**src/rtl/pb_seq_conditioner.sv**
```systemverilog
// Push-button conditioner: sync + debounce + single press pulse; optional PB_AUTOREPEAT_EN hold-repeat.
// Latency: press pulse is high for the cycle after edge DEBOUNCE_CYCLES+3 (edge 1 = first edge seeing the new raw level).
// Backpressure: none; pulses are fire-and-forget, and presses colliding with the other button are suppressed.
module pb_seq_conditioner #(
  parameter int DEBOUNCE_CYCLES = 500000,
  parameter int CNT_W           = 20,
  parameter int ACTIVE_LOW      = 1,
  parameter int REPEAT_DELAY    = 25000000,
  parameter int REPEAT_RATE     = 5000000
) (
  input  logic CLK_50,
  input  logic reset,
  input  logic key_up_raw,
  input  logic key_dn_raw,
  output logic pb_seq_up,
  output logic pb_seq_dn,
  output logic up_level,
  output logic dn_level,
  output logic conflict
);

  localparam logic             POL     = (ACTIVE_LOW != 0);
  localparam logic [CNT_W-1:0] DB_LAST = CNT_W'(DEBOUNCE_CYCLES - 1);

  // Bit 0 is the up channel, bit 1 the down channel throughout.
  logic [1:0]       raw;
  logic [1:0]       s1, s2;
  logic [1:0]       st, st_prev;
  logic [1:0]       rise, fire, rpt_fire;
  logic [CNT_W-1:0] cnt [2];

  assign raw = {key_dn_raw, key_up_raw} ^ {2{POL}};

  always_ff @(posedge CLK_50) begin
    if (reset) begin
      s1      <= '0;
      s2      <= '0;
      st      <= '0;
      st_prev <= '0;
      for (int i = 0; i < 2; i++) cnt[i] <= '0;
    end else begin
      s1      <= raw;
      s2      <= s1;
      st_prev <= st;
      for (int i = 0; i < 2; i++) begin
        if (s2[i] == st[i]) begin
          cnt[i] <= '0;
        end else if (cnt[i] == DB_LAST) begin
          st[i]  <= s2[i];
          cnt[i] <= '0;
        end else begin
          cnt[i] <= cnt[i] + CNT_W'(1);
        end
      end
    end
  end

  // A press only counts if the other button neither rose with it nor was already held.
  assign rise    = st & ~st_prev;
  assign fire[0] = rise[0] & ~rise[1] & ~st_prev[1];
  assign fire[1] = rise[1] & ~rise[0] & ~st_prev[0];

`ifdef PB_AUTOREPEAT_EN
  localparam logic [CNT_W-1:0] RPT_FIRST = CNT_W'(REPEAT_DELAY);
  localparam logic [CNT_W-1:0] RPT_NEXT  = CNT_W'(REPEAT_RATE);

  logic [1:0]       rpt_act, rpt_first, solo;
  logic [CNT_W-1:0] rcnt [2];

  assign solo = {st[1] & ~st[0], st[0] & ~st[1]};

  always_comb begin
    rpt_fire = '0;
    for (int i = 0; i < 2; i++)
      rpt_fire[i] = rpt_act[i] & solo[i] &
                    (rcnt[i] == (rpt_first[i] ? RPT_FIRST : RPT_NEXT));
  end

  // rcnt holds cycles since the last emitted pulse (1 on the cycle the pulse is visible).
  always_ff @(posedge CLK_50) begin
    if (reset) begin
      rpt_act   <= '0;
      rpt_first <= '0;
      for (int i = 0; i < 2; i++) rcnt[i] <= '0;
    end else begin
      for (int i = 0; i < 2; i++) begin
        if (fire[i]) begin
          rpt_act[i]   <= 1'b1;
          rpt_first[i] <= 1'b1;
          rcnt[i]      <= CNT_W'(1);
        end else if (!rpt_act[i] || !solo[i]) begin
          rpt_act[i]   <= 1'b0;
          rpt_first[i] <= 1'b0;
          rcnt[i]      <= '0;
        end else if (rpt_fire[i]) begin
          rpt_first[i] <= 1'b0;
          rcnt[i]      <= CNT_W'(1);
        end else begin
          rcnt[i]      <= rcnt[i] + CNT_W'(1);
        end
      end
    end
  end
`else
  assign rpt_fire = '0;
`endif

  // Scope exists only when CNT_W cannot hold the debounce or repeat counts.
  if ((64'd1 << CNT_W) <= 64'(DEBOUNCE_CYCLES) || (64'd1 << CNT_W) <= 64'(REPEAT_DELAY) ||
      (64'd1 << CNT_W) <= 64'(REPEAT_RATE) || DEBOUNCE_CYCLES < 1) begin : g_cnt_w_too_small
  end

  always_ff @(posedge CLK_50) begin
    if (reset) begin
      pb_seq_up <= 1'b0;
      pb_seq_dn <= 1'b0;
      conflict  <= 1'b0;
    end else begin
      pb_seq_up <= fire[0] | rpt_fire[0];
      pb_seq_dn <= fire[1] | rpt_fire[1];
      conflict  <= st[0] & st[1];
    end
  end

  assign up_level = st[0];
  assign dn_level = st[1];

endmodule

```
**config.mk**
```make
export PLATFORM = sky130hd
export DESIGN_NAME = pb_seq_conditioner
export DESIGN_NICKNAME = d
export VERILOG_FILES = /design/src/rtl/pb_seq_conditioner.sv
export SDC_FILE = /design/constraint.sdc
export NUM_CORES = 1
export LEC_CHECK = 0
export BUFFER_PORTS_ARGS = -buffer_cell sky130_fd_sc_hd__buf_4
export CORE_ASPECT_RATIO = 0.75
export CORE_MARGIN = 2
export CORE_UTILIZATION = 50
export CTS_BUF_LIST = sky130_fd_sc_hd__clkbuf_8 sky130_fd_sc_hd__clkbuf_16
export CTS_CLUSTER_SIZE = 8
export DETAILED_ROUTE_END_ITERATION = 7
export PLACE_DENSITY = 0.71
export SKIP_CTS_REPAIR_TIMING = 1
export SYNTH_ARGS = -nofsm -noshare
export SYNTH_HDL_FRONTEND = slang
export SYNTH_SLANG_ARGS = --single-unit
```
**constraint.sdc**
```tcl
create_clock -name CLK_50 -period 2.1 [get_ports CLK_50]
set_input_delay 0.42 -clock CLK_50 [delete_from_list [all_inputs] [get_ports CLK_50]]
set_output_delay 0.42 -clock CLK_50 [all_outputs]
set_load 0.005 [all_outputs]
```
==> Yosys cells after proc, flatten, opt, wreduce, memory -nomap -nowiden <==
Memories as Yosys holds them, arrays and structs flattened.
Cells that the tools add are included.
{ "classes": {"addsub": 2, "eq_ne": 4, "mux": 30, "bitwise_logic": 20, "n_reduce_logical": 2} }
{ "ops": {"columns": ["op", "count"], "rows": [
  ["$mux W20", 6],
  ["$add A20 B1 Y20 const B", 2],
  ["$eq A20 B19 Y1 const B", 2],
  ["$mux W1", 24],
  ["$not A1 Y1", 6],
  ["$or A1 B1 Y1", 6],
  ["$and A1 B1 Y1", 5],
  ["$not A2 Y2", 2],
  ["$reduce_and A2 Y1", 2],
  ["$and A2 B2 Y2", 1],
  ["$eq A1 B1 Y1", 2]
]} }
{ "totals": {"ff_bits": 11, "ramBits": 40, "elab_cells": 67, "mem_count": 1} }
{ "memory_table": {"columns": ["name", "words", "word_bits", "rd", "rd_ports_with_merged_regs", "write_ports", "line_no", "source"], "rows": [
  ["cnt", 2, 20, 2, 0, 2, "30", "logic [CNT_W-1:0] cnt [2];"]
]} }

==> Logic depth before layout (Yosys ltp) <==
Gate-level depths: netlist of run 1.
An unclocked memory read counts as a cell.
{ "depth": {"depth_word": 8, "depth_mapped": 6} }

==> Least setup slack after synthesis of run 1 <==
OpenSTA, ideal clock, no wires.
{ "synth_path": {"path_kind": "reg2reg", "start": "memory cnt[1][11]", "end": "memory cnt[1][11], data pin", "setup_ns": 0.254, "arrival_time_ns": 1.917, "required_ns": 1.846, "path_slack_ns": -0.072, "path_stages_with_launch": 6, "path_cell_list": "edfxtp_1 > or4_1 > or4_4 > o21bai_4 > buf_6 > nor2_1"} }
{ "synth_lines": {"columns": ["item", "line_no"], "rows": [
  ["start: declaration", "30"]
]} }

==> reports/metrics.csv, run 1 <==
metric,value,unit
"antenna viol nets, final",0,
DRT Pass-1 Iters,4,
Root Buffer,clkbuf_8,
Seq pwr share,0.626,
most frequent cells in the layout,"edfxtp_1 (40), conb_1 (40), nor2_1 (33), buf_4 (33), nand2_1 (16)",
Die Wd,86.3,microns
htree depth,2,
period utilisation layout,0.999,
vias in the first global route,1819,
Reg2Reg Depth,5,
critical path required time,2170,ps
Starting Density,0.519,
Overflow after GRT,0,
Place WS,-11.4,ps
Num CTS Buffers,5,
I/O Buffers,8,
Fmax achieved,477,MHz
"setup slack, reg-to-reg",3,ps
sequential area share after synthesis,0.559,
Final Hold Fails,0,
setup repair after global routing missed its margin,yes,
hpwl dp,3.60,mm
PwrDens,587,nW/um^2
Clk pwr share,0.312,
Max Slew Vio Count,0,
final-report setup violation count,0,
Max Buffers Root-to-Sink,2,
Comb pwr share,0.062,
initial antenna violation count,0,
total core area,4900,sq um
Setup CP Type,reg2reg,
first-pass GRT wire length,8.36,mm
CTS Sinks,51,
total die area,5680,sq um
DRC Markers,0,
Detailed Route WL,4.88,mm
Site Rows,22,
CTS tree,done,
largest net degree at the start of global routing,21,
Layout area overhead,23.6,%
max-cap violations,0,
drt first-iter violations,89,
Cells after Synth,241,
Reg2Reg Capture Point,cnt[1][8],
mean post-synth cell area,10.5,sq um
"Reg clk slew, reported paths",90,ps
RePlAce Congestion,0.827,
share of cells above drive strength 1,0.179,
#FFs+latches synth,51,
Sw Ratio,0.236,
Setup Skew,6.60,ps
DR vias,1954,
status,"finished, final reports clean",
setup ws final,2.61,ps
fill count,390,
hold_sp,key_dn_raw,
fin crit period,2100,ps
CP arrival,2170,ps
GR Util All Layers,0.192,
leakage power,1.14,nW
worst-skew pair later-pin latency,310,ps
Ys Warns,0,
Int Power,1.41,mW
worst-path fanout max,8,
routed vias/inst,5.16,
NumNets Final,324,
Worst VDD drop,0.000590,V
Avg WL per Cell,12.9,microns
hold-critical path depth,2,
Netlist cell types,35,
Die Ht,65.8,microns
antenna diode count,0,
Ports,9,
CP Launch Type,register,
Setup crit end kind,register,
"Power, Total",1.84,mW
NetSw,0.435,mW
RR Startpoint,cnt[1][9],
WHS Endpoint,s1[1],
HP Class,in2reg,
cell area after synthesis,2540,sq um
## final cells by class
type	count	area, sq um	share of cell area
clock inverter	3	18.8	0.00597
tap	60	75.1	0.0239
inverter	6	22.5	0.00717
clock buffer	5	68.8	0.0219
multi-input combinational	218	1240	0.396
sequential	51	1420	0.452
timing repair buffer	36	290	0.0924
## logic make-up (layout without fill, tap and decap cells)
kind of cell	count (synthesis)	in the layout	synth area share
simple gates	122	122	0.257
flops	51	51	0.559
compound gates	28	28	0.0625
xor+xnor	25	25	0.0861
buf+inv	11	50	0.0197
fa+ha+maj	2	2	0.00984
other cells	1	40	0.00147
mux	1	1	0.00394
## how the worst max path moves through the flow
stage / start / end / slack [ps] / cells past startpoint
3_5_place_dp: cnt[1][9] / cnt[1][16] / -10 / 5
4_1_cts: cnt[1][9] / cnt[1][16] / -30 / 5
3_3_place_gp: cnt[1][14] / cnt[1][17] / 20 / 5
5_1_grt: cnt[1][9] / cnt[1][17] / -60 / 5
6_report: cnt[1][9] / cnt[1][8] / 3 / 5
2_1_floorplan: cnt[1][9] / cnt[1][0] / -50 / 5
## stage by stage
stage                     setup TNS (ps)   util  instances  instance area, sq um  hold slack, ps
final                                  0  0.641        379                  3140             247
after global routing                -932  0.641        379                  3140             230
after CTS                           -224  0.633        378                  3100             242
after detailed placement           -52.1  0.615        370                  3010             426
after global placement                 0  0.615        370                  3010             412
after floorplan                     -527      -        280                  2690             400
## worst max-delay path, cell delays in order, from the launching register on
cell	delay, ps
edfxtp_1	400
or4_1	540
or4_4	550
o21bai_4	170
buf_6	160
nor2_1	50
## layer usage
layer  vias to the layer above  share of wire  GRT usage
met3                         7          0.039     0.0415
met4                         0          0.014     0.0703
met5                         -              0          0
li1                       1003              -          -
met2                        27           0.42      0.275
met1                       917           0.53      0.287
## registers in the layout, summed over array words and instances, names as in the netlist
signal and cells:
st 2, conflict 1, pb_seq_dn 1, s1 2, pb_seq_up 1, cnt 40, st_prev 2, s2 2
## cell usage after synthesis
cell type	n	share of area
nand2b_1	4	0.0098
dfxtp_1	11	0.087
and3_1	1	0.0025
buf_2	1	0.0020
or2_2	1	0.0025
nor2b_1	3	0.0074
xnor2_1	13	0.045
clkbuf_1	3	0.0044
conb_1	1	0.0015
xor2_1	12	0.041
nand4_1	12	0.030
and2_1	2	0.0049
buf_6	1	0.0044
a21oi_1	13	0.026
o31ai_1	2	0.0059
edfxtp_1	40	0.47
nand4b_1	1	0.0034
nor4_1	5	0.012
ha_1	2	0.0098
o21ai_0	12	0.024
o21bai_4	1	0.0074
and4_1	3	0.010
mux2i_1	1	0.0039
or3_1	9	0.022
nor4b_1	2	0.0069
or4_1	7	0.021
nor2_1	35	0.052
inv_1	6	0.0089
nand2_1	16	0.024
or4_4	1	0.0044
nand3_1	13	0.026
or4b_1	1	0.0039
or4b_2	1	0.0039
nand3_2	1	0.0039
nor3_1	4	0.0079
## power groups by stage
stage                     Sequential, mW  Combinational (mW)  Clock, mW
after floorplan                     1.18              0.0615          0
after global placement              1.17               0.107          0
after detailed placement            1.18               0.108          0
after CTS                           1.15               0.109      0.583
after global routing                1.16               0.132      0.628
final                               1.15               0.115      0.575
Power figures use the tool's default switching activity.
==> run 2: changes to the inputs <==
--- a/config.mk
+++ b/config.mk
@@ -7,2 +7,3 @@
 export LEC_CHECK = 0
+export ABC_AREA = 1
 export BUFFER_PORTS_ARGS = -buffer_cell sky130_fd_sc_hd__buf_4
==> constraint.sdc (replaced) <==
create_clock -name CLK_50 -period 2.1 [get_ports CLK_50]
set_input_delay 0.21 -clock CLK_50 [delete_from_list [all_inputs] [get_ports CLK_50]]
set_output_delay 0.21 -clock CLK_50 [all_outputs]
set_load 0.005 [all_outputs]
==> reports/metrics.csv, run 2 <==
metric,value,unit,change
GR Util All Layers,0.191,,-0.00159
Worst VDD drop,0.000329,V,-44%
slew margin rel.,0.668,,
top post-synthesis cells by count,"nor2_1 (91), nand2_1 (78), edfxtp_1 (40)",,
"commonest non-fill, non-tap cell in the layout",nor2_1,,
CTS Sinks,51,,unchanged
Site Rows,23,,+4.5%
drt first-iter violations,199,,+120%
"setup slack, reg-to-reg",290,ps,+290 ps
NumNets Final,414,,+28%
antenna diode count,0,,unchanged
DR vias,2301,,+18%
DRT Pass-1 Iters,5,,+1
fin crit period,1810,ps,-291 ps
Reg with most FFs,cnt,,
status,"finished, final reports clean",,
most frequent cells in the layout,"nor2_1 (91), nand2_1 (78), edfxtp_1 (40), conb_1 (40), inv_1 (39)",,
period utilisation layout,0.860,,-0.139
Cells after Synth,356,,+48%
total core area,5440,sq um,+11%
Die Wd,91.2,microns,+5.7%
CTS tree,done,,
"antenna viol nets, final",0,,unchanged
hpwl dp,4.22,mm,+17%
Detailed Route WL,5.53,mm,+13%
Sw Ratio,0.224,,-0.0121
register area,1420,sq um,unchanged
Largest register FFs,40,,unchanged
Seq pwr share,0.587,,-0.039
top-count cell post-synth,nor2_1,,
Final Hold Fails,0,,unchanged
Int Power,1.54,mW,+9.1%
worst-skew pair later-pin latency,300,ps,about the same
DRC Markers,0,,unchanged
final-report setup violation count,0,,unchanged
Num CTS Buffers,5,,unchanged
"Reg clk slew, reported paths",100,ps,about the same
htree depth,2,,unchanged
Comb pwr share,0.051,,-0.011
mean post-synth cell area,8.02,sq um,-24%
vias in the first global route,2000,,+10%
"Power, Total",1.98,mW,+7.4%
Layout area overhead,14.2,%,
Max Slew Vio Count,0,,unchanged
Setup crit end kind,register,,
Overflow after GRT,0,,unchanged
Clk pwr share,0.362,,+0.050
number of flops mapped to enable cells by yosys,40,,unchanged
share of cells above drive strength 1,0.0733,,-0.105
Setup CP Type,reg2reg,,
cell area after synthesis,2850,sq um,+12%
Die Ht,69.4,microns,+5.6%
HP Class,in2reg,,
Avg WL per Cell,11.4,microns,-11%
routed vias/inst,4.75,,-7.8%
"area leader, netlist",edfxtp_1,,
Area after DPL,3130,sq um,+4.0%
hold slack,49.8,ps,-198 ps
total die area,6330,sq um,+12%
largest net degree at the start of global routing,19,,-9.5%
leakage power,1.28,nW,+13%
RR Startpoint,cnt[0][0],,
asr flop ratio synth,0,,unchanged
max-cap violations,0,,unchanged
fill count,488,,+25%
PwrDens,608,nW/um^2,+3.6%
initial antenna violation count,0,,unchanged
I/O Buffers,8,,unchanged
Netlist cell types,30,,-14%
sequential area share after synthesis,0.498,,-0.0610
CP Launch Type,register,,
multi-input logic area,1400,sq um,+13%
Crit. Startpoint,cnt[0][0],,
setup TNS,0,ps,unchanged
setup repair after global routing missed its margin,no,,
first-pass GRT wire length,9.59,mm,+15%
Ys Warns,0,,unchanged
area share of the largest cell type after synthesis,0.421,,-0.0516
top_reg_cell synth,edfxtp_1,,
"top cells by area, synth","edfxtp_1 (42%), nor2_1 (12%), nand2_1 (10%)",,
CP arrival,1840,ps,-330 ps
#FFs+latches synth,51,,unchanged
RePlAce Congestion,0.910,,+10%
hold_sp,key_dn_raw,,
Setup Skew,7.82,ps,+1.22 ps
Root Buffer,clkbuf_8,,
Cells after DPL,476,,+29%
worst-path fanout max,18,,+10
Max Buffers Root-to-Sink,2,,unchanged
Worst-Margin Slew,496,ps,
NetSw,0.443,mW,+1.9%
Layout Cells excl Fill,484,,+28%
Fmax achieved,554,MHz,+16%
Starting Density,0.525,,+0.00583
Ports,9,,unchanged
critical path required time,2140,ps,-30 ps
post-route cell area,3260,sq um,+3.7%
==> run 2: cell count changes in the layout (fill, tap and decap cells not counted), sizes merged, moves of 4 or more <==
cell | before | now
nand2 | 16 | 80
nor2 | 35 | 95
inv | 7 | 41
buf | 36 | 8
nand3 | 14 | 23
or3 | 9 | 0
or4 | 8 | 0
xnor2 | 13 | 5
nand2b | 4 | 0
nand4 | 12 | 8
o21ai | 12 | 8
==> run 2: power groups by stage <==
stage | clock, mW | combinational (mW) | sequential, mW
detailed placement | 0 | 0.0975 | 1.18
CTS | 0.732 | 0.0987 | 1.16
global placement | 0 | 0.0972 | 1.18
floorplan | 0 | 0.0803 | 1.17
finish | 0.718 | 0.101 | 1.16
global route | 0.776 | 0.119 | 1.17
==> run 2: per-stage QoR <==
| stage | utilization | setup slack (ps) |
|---|---|---|
| final | 0.599 | 294 |
| after global routing | 0.599 | 155 |
| after CTS | 0.599 | 289 |
| after detailed placement | 0.576 | 304 |
| after global placement | 0.576 | 362 |
| after floorplan | - | 537 |
==> run 2: kinds of logic (layout without fill, tap and decap cells) <==
family	Yosys count	in the layout	share of synthesized area
AND/OR/NAND/NOR	216	216	0.323
flip-flops	51	51	0.498
buffers and inverters	43	57	0.0618
AO/OA/AOI/OAI	24	24	0.0487
XOR/XNOR	19	19	0.0583
adder cells (fa/ha/maj)	2	2	0.00877
other	1	40	0.00131
==> run 2: routing by layer <==
layer / up-vias / part of all wire / GRT usage
li1: 1211 / - / -
met1: 1009 / 0.56 / 0.327
met2: 79 / 0.34 / 0.234
met3: 2 / 0.090 / 0.0413
met4: 0 / 0.0047 / 0.0455
met5: - / 0 / 0
==> run 2: worst max-delay path, stage by stage, from the launching register on <==
cell      delay, ps
edfxtp_1        380
ha_1            220
nand2_1         100
nor2_4          150
nand3_2         130
o21ai_4         450
nor2_1          100
==> run 2: layout make-up <==
cell class / instances / share of cell area
sequential: 51 / 0.436
multi-input combinational: 301 / 0.430
inverter: 41 / 0.0472
clock buffer: 7 / 0.0365
tap: 75 / 0.0288
timing repair buffer: 8 / 0.0184
clock inverter: 1 / 0.00230
==> run 2: final timing paths <==
| check | end | cells past startpoint |
|---|---|---|
| worst max-delay path | cnt[0][4] | 6 |
| worst min register to register | s2[0] | 2 |
| worst min-delay path | s1[1] | 2 |
| worst max register to register | cnt[0][4] | 6 |
